[src/rtl/uart_frame_seq_if.sv]
// Handshake bundle between a message requester and the UART frame sequencer.
// master = requester (drives start), slave = sequencer (drives sel/status).
interface uart_frame_seq_if;
  logic       start;
  logic [5:0] sel;
  logic       busy;
  logic       bit_tick;
  logic       done;

  modport master (output start, input sel, busy, bit_tick, done);
  modport slave  (input start, output sel, busy, bit_tick, done);
endinterface

[src/rtl/uart_frame_seq.sv]
// Baud-rate sequencer stepping the UART mux select through NBITS bit indices; outputs registered, sel=0 one cycle after start.
// start is ignored while sending (no queueing); `UART_FRAME_SEQ_REPEAT_EN adds automatic repeats after a GAP_BITS idle gap.
module uart_frame_seq #(
  parameter int CLK_HZ   = 50000000,
  parameter int BAUD     = 9600,
  parameter int DIV      = CLK_HZ / BAUD,
  parameter int NBITS    = 40,
  parameter int IDLE_SEL = 63,
  parameter int GAP_BITS = 10
) (
  input  logic             clk,
  input  logic             rst,
  uart_frame_seq_if.slave  bus
);

  typedef enum logic {IDLE, SEND} state_t;

  localparam logic [15:0] DIV_LAST = 16'(DIV - 1);
  localparam logic [5:0]  SEL_LAST = 6'(NBITS - 1);
  localparam logic [5:0]  SEL_IDLE = 6'(IDLE_SEL);
  localparam bit CFG_OK = (DIV >= 2) && (DIV <= 65535) && (NBITS >= 1) &&
                          (IDLE_SEL >= NBITS) && (IDLE_SEL <= 63) && (GAP_BITS >= 1);

  generate
    if (!CFG_OK) begin : g_cfg_err
      $error("uart_frame_seq: illegal parameter combination");
    end
  endgenerate

  state_t      state_q, state_d;
  logic [5:0]  sel_q, sel_d;
  logic        busy_q, busy_d;
  logic        tick_q, tick_d;
  logic        done_q, done_d;
  logic [15:0] cnt_q, cnt_d;
  logic        go;

`ifdef UART_FRAME_SEQ_REPEAT_EN
  localparam logic [15:0] GAP_LAST = 16'(GAP_BITS * DIV - 1);
  logic [15:0] gap_q, gap_d;
  logic        rep_q, rep_d;
`endif

  always_comb begin
    state_d = state_q;
    sel_d   = sel_q;
    busy_d  = busy_q;
    done_d  = 1'b0;
    cnt_d   = cnt_q;
`ifdef UART_FRAME_SEQ_REPEAT_EN
    rep_d   = rep_q;
    gap_d   = gap_q;
    go      = bus.start || (rep_q && (gap_q == GAP_LAST));
`else
    go      = bus.start;
`endif

    if (state_q == IDLE) begin
      if (go) begin
        state_d = SEND;
        sel_d   = 6'd0;
        busy_d  = 1'b1;
        cnt_d   = 16'd0;
      end
    end else begin
      if (cnt_q == DIV_LAST) begin
        cnt_d = 16'd0;
        if (sel_q == SEL_LAST) begin
          state_d = IDLE;
          sel_d   = SEL_IDLE;
          busy_d  = 1'b0;
          done_d  = 1'b1;
        end else begin
          sel_d = sel_q + 6'd1;
        end
      end else begin
        cnt_d = cnt_q + 16'd1;
      end
    end

`ifdef UART_FRAME_SEQ_REPEAT_EN
    // Gap counts idle cycles starting with the done cycle; armed only by a completed message.
    if (done_d) rep_d = 1'b1;
    if (state_q == SEND || go) gap_d = 16'd0;
    else if (rep_q)            gap_d = gap_q + 16'd1;
`endif

    // Registered tick must line up with the cycle where the counter sits on its last value.
    tick_d = (state_d == SEND) && (cnt_d == DIV_LAST);
  end

  always_ff @(posedge clk or posedge rst) begin
    if (rst) begin
      state_q <= IDLE;
      sel_q   <= SEL_IDLE;
      busy_q  <= 1'b0;
      tick_q  <= 1'b0;
      done_q  <= 1'b0;
      cnt_q   <= 16'd0;
`ifdef UART_FRAME_SEQ_REPEAT_EN
      gap_q   <= 16'd0;
      rep_q   <= 1'b0;
`endif
    end else begin
      state_q <= state_d;
      sel_q   <= sel_d;
      busy_q  <= busy_d;
      tick_q  <= tick_d;
      done_q  <= done_d;
      cnt_q   <= cnt_d;
`ifdef UART_FRAME_SEQ_REPEAT_EN
      gap_q   <= gap_d;
      rep_q   <= rep_d;
`endif
    end
  end

  assign bus.sel      = sel_q;
  assign bus.busy     = busy_q;
  assign bus.bit_tick = tick_q;
  assign bus.done     = done_q;

endmodule

[src/flat_wrapper.sv]
// flat-port wrapper written by rule: the top's interface ports become plain ports
module uart_frame_seq_flat 
#(
  parameter int CLK_HZ   = 50000000,
  parameter int BAUD     = 9600,
  parameter int DIV      = CLK_HZ / BAUD,
  parameter int NBITS    = 40,
  parameter int IDLE_SEL = 63,
  parameter int GAP_BITS = 10
)
  (clk, rst, bus_start, bus_sel, bus_busy, bus_bit_tick, bus_done);
  uart_frame_seq_if bus_i ();
  input  logic clk;
  input  logic rst;
  input wire logic [$bits(bus_i.start)-1:0] bus_start;
  output wire logic [$bits(bus_i.sel)-1:0] bus_sel;
  output wire logic [$bits(bus_i.busy)-1:0] bus_busy;
  output wire logic [$bits(bus_i.bit_tick)-1:0] bus_bit_tick;
  output wire logic [$bits(bus_i.done)-1:0] bus_done;
  assign bus_i.start = bus_start;
  assign bus_sel = bus_i.sel;
  assign bus_busy = bus_i.busy;
  assign bus_bit_tick = bus_i.bit_tick;
  assign bus_done = bus_i.done;
  uart_frame_seq #(.CLK_HZ(CLK_HZ), .BAUD(BAUD), .DIV(DIV), .NBITS(NBITS), .IDLE_SEL(IDLE_SEL), .GAP_BITS(GAP_BITS)) u_core (.clk(clk), .rst(rst), .bus(bus_i));
endmodule
[config.mk]
export PLATFORM = sky130hd
export DESIGN_NAME = uart_frame_seq_flat
export DESIGN_NICKNAME = d
export VERILOG_FILES = /design/src/rtl/uart_frame_seq_if.sv /design/src/rtl/uart_frame_seq.sv /design/src/flat_wrapper.sv
export SDC_FILE = /design/constraint.sdc
export NUM_CORES = 1
export LEC_CHECK = 0
export CAP_MARGIN = 20
export CELL_PAD_IN_SITES_DETAIL_PLACEMENT = 0
export CELL_PAD_IN_SITES_GLOBAL_PLACEMENT = 1
export CORE_MARGIN = 10
export CORE_UTILIZATION = 47
export DETAILED_ROUTE_END_ITERATION = 8
export PLACE_DENSITY_LB_ADDON = 0.12
export SLEW_MARGIN = 10
export SYNTH_ARGS = -nofsm -noshare
export SYNTH_HDL_FRONTEND = slang
export SYNTH_SLANG_ARGS = --single-unit
[constraint.sdc]
create_clock -name clk -period 5.6 [get_ports clk]
set_input_delay 0.84 -clock clk [delete_from_list [all_inputs] [get_ports clk]]
set_output_delay 0.84 -clock clk [all_outputs]
set_load 0.05 [all_outputs]
Word level (Yosys, flattened, before mapping)
Index checks and enable logic that the tools add are counted.
{"block": "totals", "ff_bits": 26}
{"block": "classes", "addsub": 2, "n_eq_ne": 5, "muxes": 18, "n_reduce_logical": 4}
{"op": "16-bit two-way mux", "count": 3}
{"op": "16-bit by 13-bit equality test with 1-bit output (second input constant)", "count": 2}
{"op": "6-bit two-way mux", "count": 4}
{"op": "16-bit by 1-bit adder with 16-bit output (second input constant)", "count": 1}
{"op": "1-bit two-way mux", "count": 11}
{"op": "6-bit by 1-bit adder with 6-bit output (second input constant)", "count": 1}
{"op": "6-bit equality test (second input constant)", "count": 1}
{"op": "2-bit inequality test (second input constant)", "count": 2}
{"op": "3-bit AND reduction", "count": 1}
{"op": "2-bit AND reduction", "count": 1}
{"op": "2-bit nonzero test", "count": 1}
{"op": "1-bit logical AND", "count": 1}

Depth between registers and ports, before layout
{"block": "depth", "word_depth": 5, "depth_mapped": 7}

Worst setup path after synthesis
Ideal clock, no wire load.
{"block": "synth_path", "kind": "register to register", "startpoint": "register u_core.cnt_q[14]", "endpoint": "register u_core.tick_q, in the netlist u_core.bus.bit_tick", "setup_time_ns": 0.121, "t_arrival_ns": 2.030, "slack_ns": 3.449, "path_stages_with_launch": 7, "n_path_buf": 0, "period_less_slack_ns": 2.151, "path_cell_list": "dfrtp_1 > or4b_4 > o41ai_4 > o22ai_1 > a21oi_1 > a2111oi_0 > and4b_1"}
{"block": "synth_between", "elab_chain_len": 5, "elab_cells_between_ends": 9, "classes_between": "add/sub: 1; eq/ne: 2; mux: 5; reduce/logical: 1"}
{"item": "start, declared", "line": "uart_frame_seq.sv:35", "text": "logic [15:0] cnt_q, cnt_d;"}
{"item": "start signal, assigned", "line": "uart_frame_seq.sv:110", "text": "cnt_q <= cnt_d;"}
{"item": "16-bit by 1-bit adder with 16-bit output / 16-bit by 13-bit equality test with 1-bit output (equally long branches)", "line": "uart_frame_seq.sv:77, uart_frame_seq.sv:66"}
{"item": "16-bit two-way mux", "line": "uart_frame_seq.sv:66", "text": "if (cnt_q == DIV_LAST) begin"}
{"item": "16-bit two-way mux", "line": "uart_frame_seq.sv:58", "text": "if (state_q == IDLE) begin"}
{"item": "16-bit by 13-bit equality test with 1-bit output", "line": "uart_frame_seq.sv:89", "text": "tick_d = (state_d == SEND) && (cnt_d == DIV_LAST);"}
{"item": "1-bit logical AND (*)", "line": "uart_frame_seq.sv:89"}
{"item": "net u_core.tick_d", "line": "uart_frame_seq.sv:33", "text": "logic tick_q, tick_d;"}
{"item": "end signal, assigned", "line": "uart_frame_seq.sv:108", "text": "tick_q <= tick_d;"}
{"item": "end, declared", "line": "uart_frame_seq.sv:33"}
The timed path passes the listed nets; every way through them passes the cells marked *.
A chain may end at the register's enable or synchronous reset.

Final worst setup path
Ends and elaborated chain as after synthesis.

==> impl_metrics.env <==
export IMPL_numPortBuffers=11
export IMPL_cap_violations=0
export IMPL_yosys_area_share_xor_xnor=0.0173
export IMPL_cp_start_kind="flip-flop"
export IMPL_synth_flop_cell="dfrtp_1"
export IMPL_rsz0062_at_grt="no"
export IMPL_setup_viol=0
export IMPL_ff2ff_setup_slack_ps=2870
export IMPL_grt_pass1_vias=1284
export IMPL_worst_slew_pin_transition_ps=982
export IMPL_endpoint_kind="flip-flop"
export IMPL_cts_hold_repair_buffers=0
export IMPL_synth_top_family_by_area="simple AND/OR/NAND/NOR gates"
export IMPL_antennaDiodeCount=0
export IMPL_cts_htree_levels=1
export IMPL_critical_path_slowest_cell="o41ai_4"
export IMPL_grt_first_pass_wirelength_um=6290
export IMPL_fp_dieArea_sq_mm=0.00590
export IMPL_die_width_um=76.8
export IMPL_critical_path_top_delay_family="compound AO/OA/AOI/OAI gates"
export IMPL_cts_buffers_inserted=3
export IMPL_routed_wirelength_um=3590
export IMPL_area_sequential_sq_um=658
export IMPL_pin_count=12
export IMPL_slew_violations=0
export IMPL_cts_path_max_buffers=2
export IMPL_drive_above_1_share=0.0955
export IMPL_mappedNetlistNets=174
export IMPL_initialDrtViolationCount=146
export IMPL_syn_avg_cell_area_sq_um=8.97
export IMPL_post_route_drc_count=0
export IMPL_final_net_count=184
export IMPL_vdd_drop_max_uv=148
export IMPL_power_per_cell_area_mw_per_mm2=294
export IMPL_multiInputGateArea_sq_um=807
export IMPL_floorplan_row_count=20
export IMPL_avgRoutedWirePerCell_um=16.2
export IMPL_fmaxAchievable_mhz=366
export IMPL_cts_sink_count=26
export IMPL_drt_pass1_iterations=4
export IMPL_synth_cells=169
export IMPL_path_buf_inv=0
export IMPL_synthDominantAreaCellType="dfrtp_1"
export IMPL_hold_viol_final=0
export IMPL_power_leakage_nw=0.659
export IMPL_final_design_area_no_fill_sq_mm=0.00170
export IMPL_antenna_found_initial=0
export IMPL_muxShareOfSynthArea=0
export IMPL_clock_latency_ps=340
export IMPL_run_status="finished, final reports clean"
export IMPL_hold_worst_slack_ps=533
export IMPL_synth_top_cell_area_share=0.330
export IMPL_critical_path_required_ps=5850
export IMPL_antenna_left=0
export IMPL_die_h_um=76.8
export IMPL_placement_cell_area_sq_mm=0.00166
export IMPL_synth_fa_ha_area_frac=0.0165
export IMPL_number_of_flip_flops_and_latches_in_the_synthesized_netlist=26
export IMPL_via_count=1341
export IMPL_yosys_warns=0
export IMPL_ys_top_cells_by_count="20 x dfrtp_1, 19 x o21ai_0, 16 x nand2_1, 16 x nor2_1, 8 x nand3_1"
export IMPL_synth_compound_gate_area_share=0.235
export IMPL_cts_clk_slew_worst_paths_ps=150
export IMPL_timing_slew_headroom=0.343
export IMPL_setup_total_negative_slack_ps=0
export IMPL_worst_min_delay_path_class="reg2reg"
export IMPL_worst_path_max_stage_delay_ps=880
export IMPL_cts_tree="done"
export IMPL_ys_seq_area_frac=0.434
export IMPL_viasPerCell=6.04
export IMPL_async_flop_share=1.00
export IMPL_grt_max_degree=27
export IMPL_grt_util_all_layers=0.125
export IMPL_initial_core_util=0.493
export IMPL_synthesis_area_sq_mm=0.00152
export IMPL_nFillCells=280
export IMPL_final_min_period_over_clock_period=0.487
export IMPL_global_route_overflow_total=0
export IMPL_cts_repair_resize_count=0
export IMPL_design_power_total_mw=0.500
export IMPL_critPathArrivalTime_ps=2980
export IMPL_place_gp_congestion=0.842
export IMPL_period_minus_slack_ps=2730
export IMPL_timing_critical_path_fanout_max=19
export IMPL_cts_root_buf="clkbuf_4"
export IMPL_synth_cell_types=46
export IMPL_final_clock_skew_ps=14.5
export IMPL_synth_most_common_cell="dfrtp_1"
export IMPL_path_cells="or4b_4 > o41ai_4 > o22ai_1 > a21oi_1 > a2111oi_0 > and4b_1"
export IMPL_cts_setup_buffers=0
export IMPL_synth_simple_gate_area_frac=0.263
export IMPL_synth_area_top_cells="dfrtp_1 33%, dfstp_2 10%, o21ai_0 6.3%, nand2_1 4.0%, nor2_1 4.0%"
export IMPL_worst_setup_path_type="reg2reg"
export IMPL_synthToLayoutAreaGrowth_pct=12.0
export IMPL_coreArea_sq_mm=0.00308
export IMPL_synth_edf_count=0
export IMPL_place_detailed_hpwl_um=2550
-- worst paths after layout --
path	from	endpoint	cells past startpoint
max	u_core.cnt_q[14]	u_core.bus.bit_tick	6
min	u_core.bus.busy	u_core.bus.busy	2
max reg2reg	u_core.cnt_q[14]	u_core.bus.bit_tick	6
min reg2reg	u_core.bus.busy	u_core.bus.busy	2
max in group asynchronous	rst	u_core.bus.sel[5]	3
min in group asynchronous	rst	u_core.cnt_q[10]	2
-- per-layer routing --
metal | part of all wire | up-vias | GRT usage
met1 | 0.48 | 657 | 0.173
met2 | 0.45 | 33 | 0.185
met3 | 0.054 | 4 | 0.0256
met5 | 0 | - | 0
met4 | 0.016 | 0 | 0.0446
li1 | - | 647 | -
-- cells by family (layout without fill, tap and decap cells) --
| logic type | Yosys count | count (layout) |
|---|---|---|
| AOI/OAI and AO/OA | 52 | 52 |
| xor gates and xnor gates | 3 | 3 |
| adders and majority gates | 2 | 2 |
| buffers and inverters | 13 | 22 |
| DFF | 26 | 26 |
| and+or+nand+nor | 73 | 73 |
-- where the power goes --
group / switching (mW) / total (mW) / leakage, nW / internal [mW]
logic: 0.0714 / 0.130 / 0.333 / 0.0582
registers: 0.0585 / 0.283 / 0.312 / 0.224
clock network: 0.0591 / 0.0871 / 0.0150 / 0.0280
total: 0.189 / 0.500 / 0.659 / 0.311
-- layout make-up --
class                           instances  area share
Multi-Input combinational cell        130       0.475
Sequential cell                        26       0.388
Timing Repair Buffer                   13      0.0781
Tap cell                               44      0.0324
Clock buffer                            4      0.0155
Inverter                                5      0.0111
-- worst min-delay path: stages, from the launching register on --
cell	delay, ps
dfrtp_1	370
nor2_1	50
nor2_1	80
-- registers in the layout, indices dropped and copies added, names as in the netlist --
| signal | count |
|---|---|
| u_core.cnt_q | 16 |
| u_core.bus.sel | 6 |
| u_core.bus.bit_tick | 1 |
| u_core.bus.busy | 1 |
| u_core.bus.done | 1 |
| u_core.state_q | 1 |
-- placed cells by master, fill, tap and decap left out, types with 3 or more instances in the layout --
cell type and count:
clkdlybuf4s50_1 11, clkbuf_4 3, nand2_1 16, nor3b_1 3, inv_1 5, a21oi_1 7
dfrtp_1 20, o21ai_0 19, nand4_1 4, and3_1 3, o31ai_1 3, dfstp_2 6
a21o_1 3, nand3_1 8, nor2_1 16, nor4_1 3, xnor2_1 3, nor3_1 3
a31oi_1 4, nor2b_1 4
-- stage by stage --
step | std cells | worst slack [ps] | utilization
global placement | 217 | 2860 | 0.538
global route | 222 | 2680 | 0.552
detailed placement | 217 | 2790 | 0.538
floorplan | 169 | 3450 | -
finish | 222 | 2870 | 0.552
CTS | 221 | 2880 | 0.547
No activity file was read; power rests on OpenSTA's default activity.
==> variant 1: new RTL, config.mk and constraints unchanged <==
Reset style: synchronous (`rst`), changed in one clocked block.
--- a/src/rtl/uart_frame_seq.sv
+++ b/src/rtl/uart_frame_seq.sv
@@ -91,3 +91,3 @@
 
-  always_ff @(posedge clk or posedge rst) begin
+  always_ff @(posedge clk) begin
     if (rst) begin
Check against the original RTL: differs if rst is asserted again (counterexample within 4 cycles, from zero or initial values and one cycle with rst high); with rst held inactive, the same outputs for 10 cycles.
==> variant 1 against the unedited design <==
Count of clock-buffer cells in the layout unchanged; first-iteration DRC count fell by 19%; wire length up 15%; maximum frequency grew 3.7%; worst setup slack better by 0.096 ns; cell area grew 0.88%; sequential share of layout area shrank 8.4 points; sequential cell count did not move; global-route usage rose by 1.3 points; synthesized area is 4.8% higher.
Power is not compared: it rests on default switching activity, and its combinational part moved more than twofold at a synthesized area within 25%.
==> variant 1: results (changes against the unedited design) <==
Setup path
  • Max stage delay on crit path: 0.79 ns (was 0.88 ns)
  • Crit-path slowest cell: nor2_1 (was o41ai_4)
  • Worst reg2reg path endpoint: u_core.bus.sel[1] (was u_core.bus.bit_tick)
  • Critical Path Start: bus_start (was u_core.cnt_q[14])
  • Arr. time, crit path: 2.90 ns (was 2.98 ns)
  • R2R depth: 6 (unchanged)
  • Worst setup endpoint: u_core.bus.bit_tick (unchanged)
  • RR Startpoint: u_core.cnt_q[0] (was u_core.cnt_q[14])
  • CP Max Fanout: 16 (was 19)
  • R2R setup slack: 3.15 ns (was 2.87 ns)

Clock tree
  • Clock Pin Slew Worst Setup and Hold Paths: 0.15 ns (about the same)
  • Post-cts sizing count: 0 (unchanged)
  • Number of H-tree levels: 1 (unchanged)
  • Worst skew pair latency: 0.33 ns
  • Setup bufs post-CTS: 0 (unchanged)
  • TritonCTS buffer count: 3 (unchanged)
  • Clk root buf: clkbuf_4 (unchanged)

Place
  • Hpwl dp: 2.92 mm (was 2.55 mm)
  • Placed Cells: 246 (was 217)
  • Placement Cell Area: 1680 sq um (was 1660 sq um)
  • Post-place setup slack: 2.60 ns (was 2.79 ns)
  • Placer Congestion: 0.899 (was 0.842)

Final layout
  • Largest Register: u_core.cnt_q (unchanged)
  • Max reg flops: 16 (unchanged)
  • Ant diodes: 0 (unchanged)
  • Share of cells above drive strength 1: 5.39% (was 9.55%)

Routing
  • Wirelength per Cell: 16.5 microns (was 16.2 microns)
  • First-pass DRT Iterations: 4 (unchanged)
  • Vias: 1,528 (was 1,341)
  • Initial detailed-routing violation count: 118 (was 146)
  • Post-DR vias/cell: 6.11 (was 6.04)

Synthesis
  • Sequential fraction of the synthesis area: 32.8% (was 43.4%)
  • Asr flop ratio synth: 0% (was 100%)
  • Top post-synthesis cells by area: dfxtp_1 33%, a21oi_1 6.6%, nor2_1 5.2% (was dfrtp_1 33%, dfstp_2 10%, o21ai_0 6.3%)
  • Top FF cell, synth: dfxtp_1 (was dfrtp_1)
  • Syn Area/Cell: 7.79 sq um (was 8.97 sq um)
  • Synth cell count leaders: 26 x dfxtp_1, 22 x nor2_1, 21 x a21oi_1 (was 20 x dfrtp_1, 19 x o21ai_0, 16 x nand2_1, 16 x nor2_1, 8 x nand3_1)
  • Yosys cell types: 50 (was 46)
  • Yosys Warn Count: 0 (unchanged)
  • Synth Net Count: 209 (was 174)

Global routing
  • GRT Total Usage: 13.8% (was 12.5%)
  • First-pass GRT wire length: 7.02 mm (was 6.29 mm)
  • Largest net degree at the start of global routing: 24 (was 27)
  • Vias in the first global route: 1,419 (was 1,284)

STA
  • Final setup viols: 0 (unchanged)
  • Final worst setup slack: 2.97 ns (was 2.87 ns)
  • Clock Skew: 0.00569 ns (was 0.0145 ns)
  • Worst-Margin Slew: 1.04 ns (was 0.982 ns)

Power and ir drop
  • Peak VDD IR: 116 uV

Run status
  • Status: complete, no violations (unchanged)

Hold path
  • Hold Crit Class: register to register (unchanged)
==> variant 1: area by class of cell <==
cell class	count	area, sq um
well taps	46	57.6
multi-input cells	160	977
clock buffers	4	36.3
repair buffers	11	110
inverters	3	11.3
flip-flops and latches	26	520
fillers	333	1600
==> variant 1: power groups by stage <==
stage          Clock, mW  Sequential, mW  Combinational, mW
2_1_floorplan          0           0.217             0.0282
3_3_place_gp           0           0.203             0.0590
3_5_place_dp           0           0.204             0.0595
4_1_cts            0.102           0.200             0.0598
5_1_grt            0.109           0.202             0.0650
6_report          0.0988           0.200             0.0594
==> variant 1: how the worst min path moves through the flow <==
stage	startpoint	endpoint	slack, ns	cells past startpoint
2_1_floorplan	u_core.cnt_q[6]	u_core.cnt_q[6]	0.50	2
3_3_place_gp	u_core.bus.busy	u_core.bus.busy	0.50	2
3_5_place_dp	u_core.bus.busy	u_core.bus.busy	0.52	2
4_1_cts	u_core.bus.busy	u_core.bus.busy	0.55	2
5_1_grt	u_core.bus.busy	u_core.bus.busy	0.58	2
6_report	u_core.bus.busy	u_core.bus.busy	0.55	2
==> variant 1: cell families (layout without fill, tap and decap cells) <==
logic type	after synthesis	in the layout	synth area share (%)
AO/OA/AOI/OAI	53	53	20.9
XOR/XNOR	5	5	2.76
adder cells (fa/ha/maj)	2	2	1.57
buffers and inverters	18	18	5.75
flip-flops	26	26	32.8
multiplexers	2	2	1.34
AND/OR/NAND/NOR	98	98	35.0
==> variant 1: critical path: cells and delay by family <==
kind	cells	cell delay, ns
AND/OR/NAND/NOR	4	1.28
buffers and inverters	1	0.43
AO/OA/AOI/OAI	2	0.34
==> variant 1: per-layer routing <==
metal,vias up,global-route usage [%],part of all wire (%)
met3,5,2.96,4.8
met1,732,17.0,45
met5,-,0,0
li1,759,-,-
met2,32,22.8,49
met4,0,5.38,1.5
==> variant 1: through the flow <==
stage / total power, mW / util (%)
floorplan: 0.245 / -
global placement: 0.263 / 50.6
detailed placement: 0.264 / 50.6
CTS: 0.361 / 51.7
global route: 0.376 / 51.7
finish: 0.358 / 51.7
==> variant 2: new RTL, same settings <==
Made on the original files. The option `UART_FRAME_SEQ_REPEAT_EN` is turned on by a define.
--- a/src/rtl/uart_frame_seq.sv
+++ b/src/rtl/uart_frame_seq.sv
@@ -2,2 +2,4 @@
 // start is ignored while sending (no queueing); `UART_FRAME_SEQ_REPEAT_EN adds automatic repeats after a GAP_BITS idle gap.
+`define UART_FRAME_SEQ_REPEAT_EN
+
 module uart_frame_seq #(
Check against the original RTL: no difference found for any inputs over 10 cycles, from zero or initial values and one cycle with rst high; that may be too few to reach the edited logic, so the function may still have changed.
==> variant 2 against the unedited design <==
Cell area rose by 55%; die area rose by 42%; combinational power decreased by 94%; core utilization fell by 0.67 points; hold slack got worse by 0.018 ns; global-route usage grew 0.76 points; wire length rose by 53%; worst setup slack got worse by 0.35 ns; sequential cell count up 17; final cell count rose by 52%; sequential power rose by 9.5%; synthesized area increased by 58%; power increased by 4.0%.
==> variant 2: results (changes against the unedited design) <==
Setup path
  • Arr. time, crit path: 3.31 ns (was 2.98 ns)
  • CP Max Fanout: 24 (was 19)
  • RR Startpoint: u_core.gap_q[13] (was u_core.cnt_q[14])

Power and ir drop
  • Pwr Total: 0.520 mW (was 0.500 mW)
  • Clock power frac: 38.7% (was 17.4%)

Run status
  • Status: complete, no violations (unchanged)

Hold path
  • WHS Endpoint: u_core.bus.sel[5] (was u_core.bus.busy)

Routing
  • Wire length on met3: 421 microns (was 193 microns)
  • Wirelength per Cell: 16.3 microns (was 16.2 microns)
  • First-pass DRT Iterations: 5 (was 4)
  • Metal2 WL: 2.24 mm (was 1.61 mm)

Synthesis
  • Post-synthesis compound-gate area fraction: 12.9% (was 23.5%)
  • Sequential fraction of the synthesis area: 45.2% (was 43.4%)
  • Top post-synthesis cells by area: dfrtp_1 39%, dfstp_2 6.6%, nor2_1 5.3% (was dfrtp_1 33%, dfstp_2 10%, o21ai_0 6.3%)
  • Post-Syn Instances: 265 (was 169)
  • Synth cell count leaders: 37 x dfrtp_1, 34 x nor2_1, 22 x nand2_1 (was 20 x dfrtp_1, 19 x o21ai_0, 16 x nand2_1, 16 x nor2_1, 8 x nand3_1)
  • Post-Synth XOR/XNOR Area: 6.58% (was 1.73%)

STA
  • Min Hold Slack: 0.515 ns (was 0.533 ns)
  • Clock Skew: 0.00662 ns (was 0.0145 ns)
  • Worst-Margin Slew: 0.843 ns (was 0.982 ns)

Final layout
  • Multi-input gates: 199 (was 130)
  • Fin cells: 337 (was 222)

Place
  • Hpwl dp: 3.69 mm (was 2.55 mm)
  • Placed Cells: 329 (was 217)
  • Placer Congestion: 0.888 (was 0.842)
  • Placement Cell Area: 2540 sq um (was 1660 sq um)

Clock tree
  • Clk root buf: clkbuf_8 (was clkbuf_4)
  • Number of H-tree levels: 2 (was 1)

Global routing
  • Vias in the first global route: 1,887 (was 1,284)
  • First-pass GRT wire length: 9.37 mm (was 6.29 mm)
  • GR Util met2: 18.4% (was 18.5%)

Floorplan
  • Die X: 91.4 microns (was 76.8 microns)
## variant 2: worst max-delay path by stage
stage	start	cells after the start	slack, ns	to
2_1_floorplan	u_core.gap_q[4]	7	3.20	u_core.bus.bit_tick
3_3_place_gp	u_core.gap_q[4]	6	2.60	u_core.bus.bit_tick
3_5_place_dp	u_core.gap_q[13]	6	2.56	u_core.bus.bit_tick
4_1_cts	u_core.gap_q[4]	6	2.51	u_core.bus.bit_tick
5_1_grt	u_core.cnt_q[0]	7	2.28	u_core.bus.bit_tick
6_report	u_core.gap_q[13]	6	2.52	u_core.bus.bit_tick
## variant 2: cell families after synthesis
logic type	count (synthesis)
and+or+nand+nor	128
AOI/OAI and AO/OA	49
DFF	43
buffers and inverters	23
xor gates and xnor gates	18
adders and majority gates	3
muxes	1
## variant 2: worst reg2reg max path, cell delays in order (launching register included)
cell and delay (ns):
dfrtp_1 0.41, or4b_1 0.52, or4_4 0.58, nand2_1 0.65
o21ai_0 0.23, a2111oi_0 0.38, and4b_1 0.25
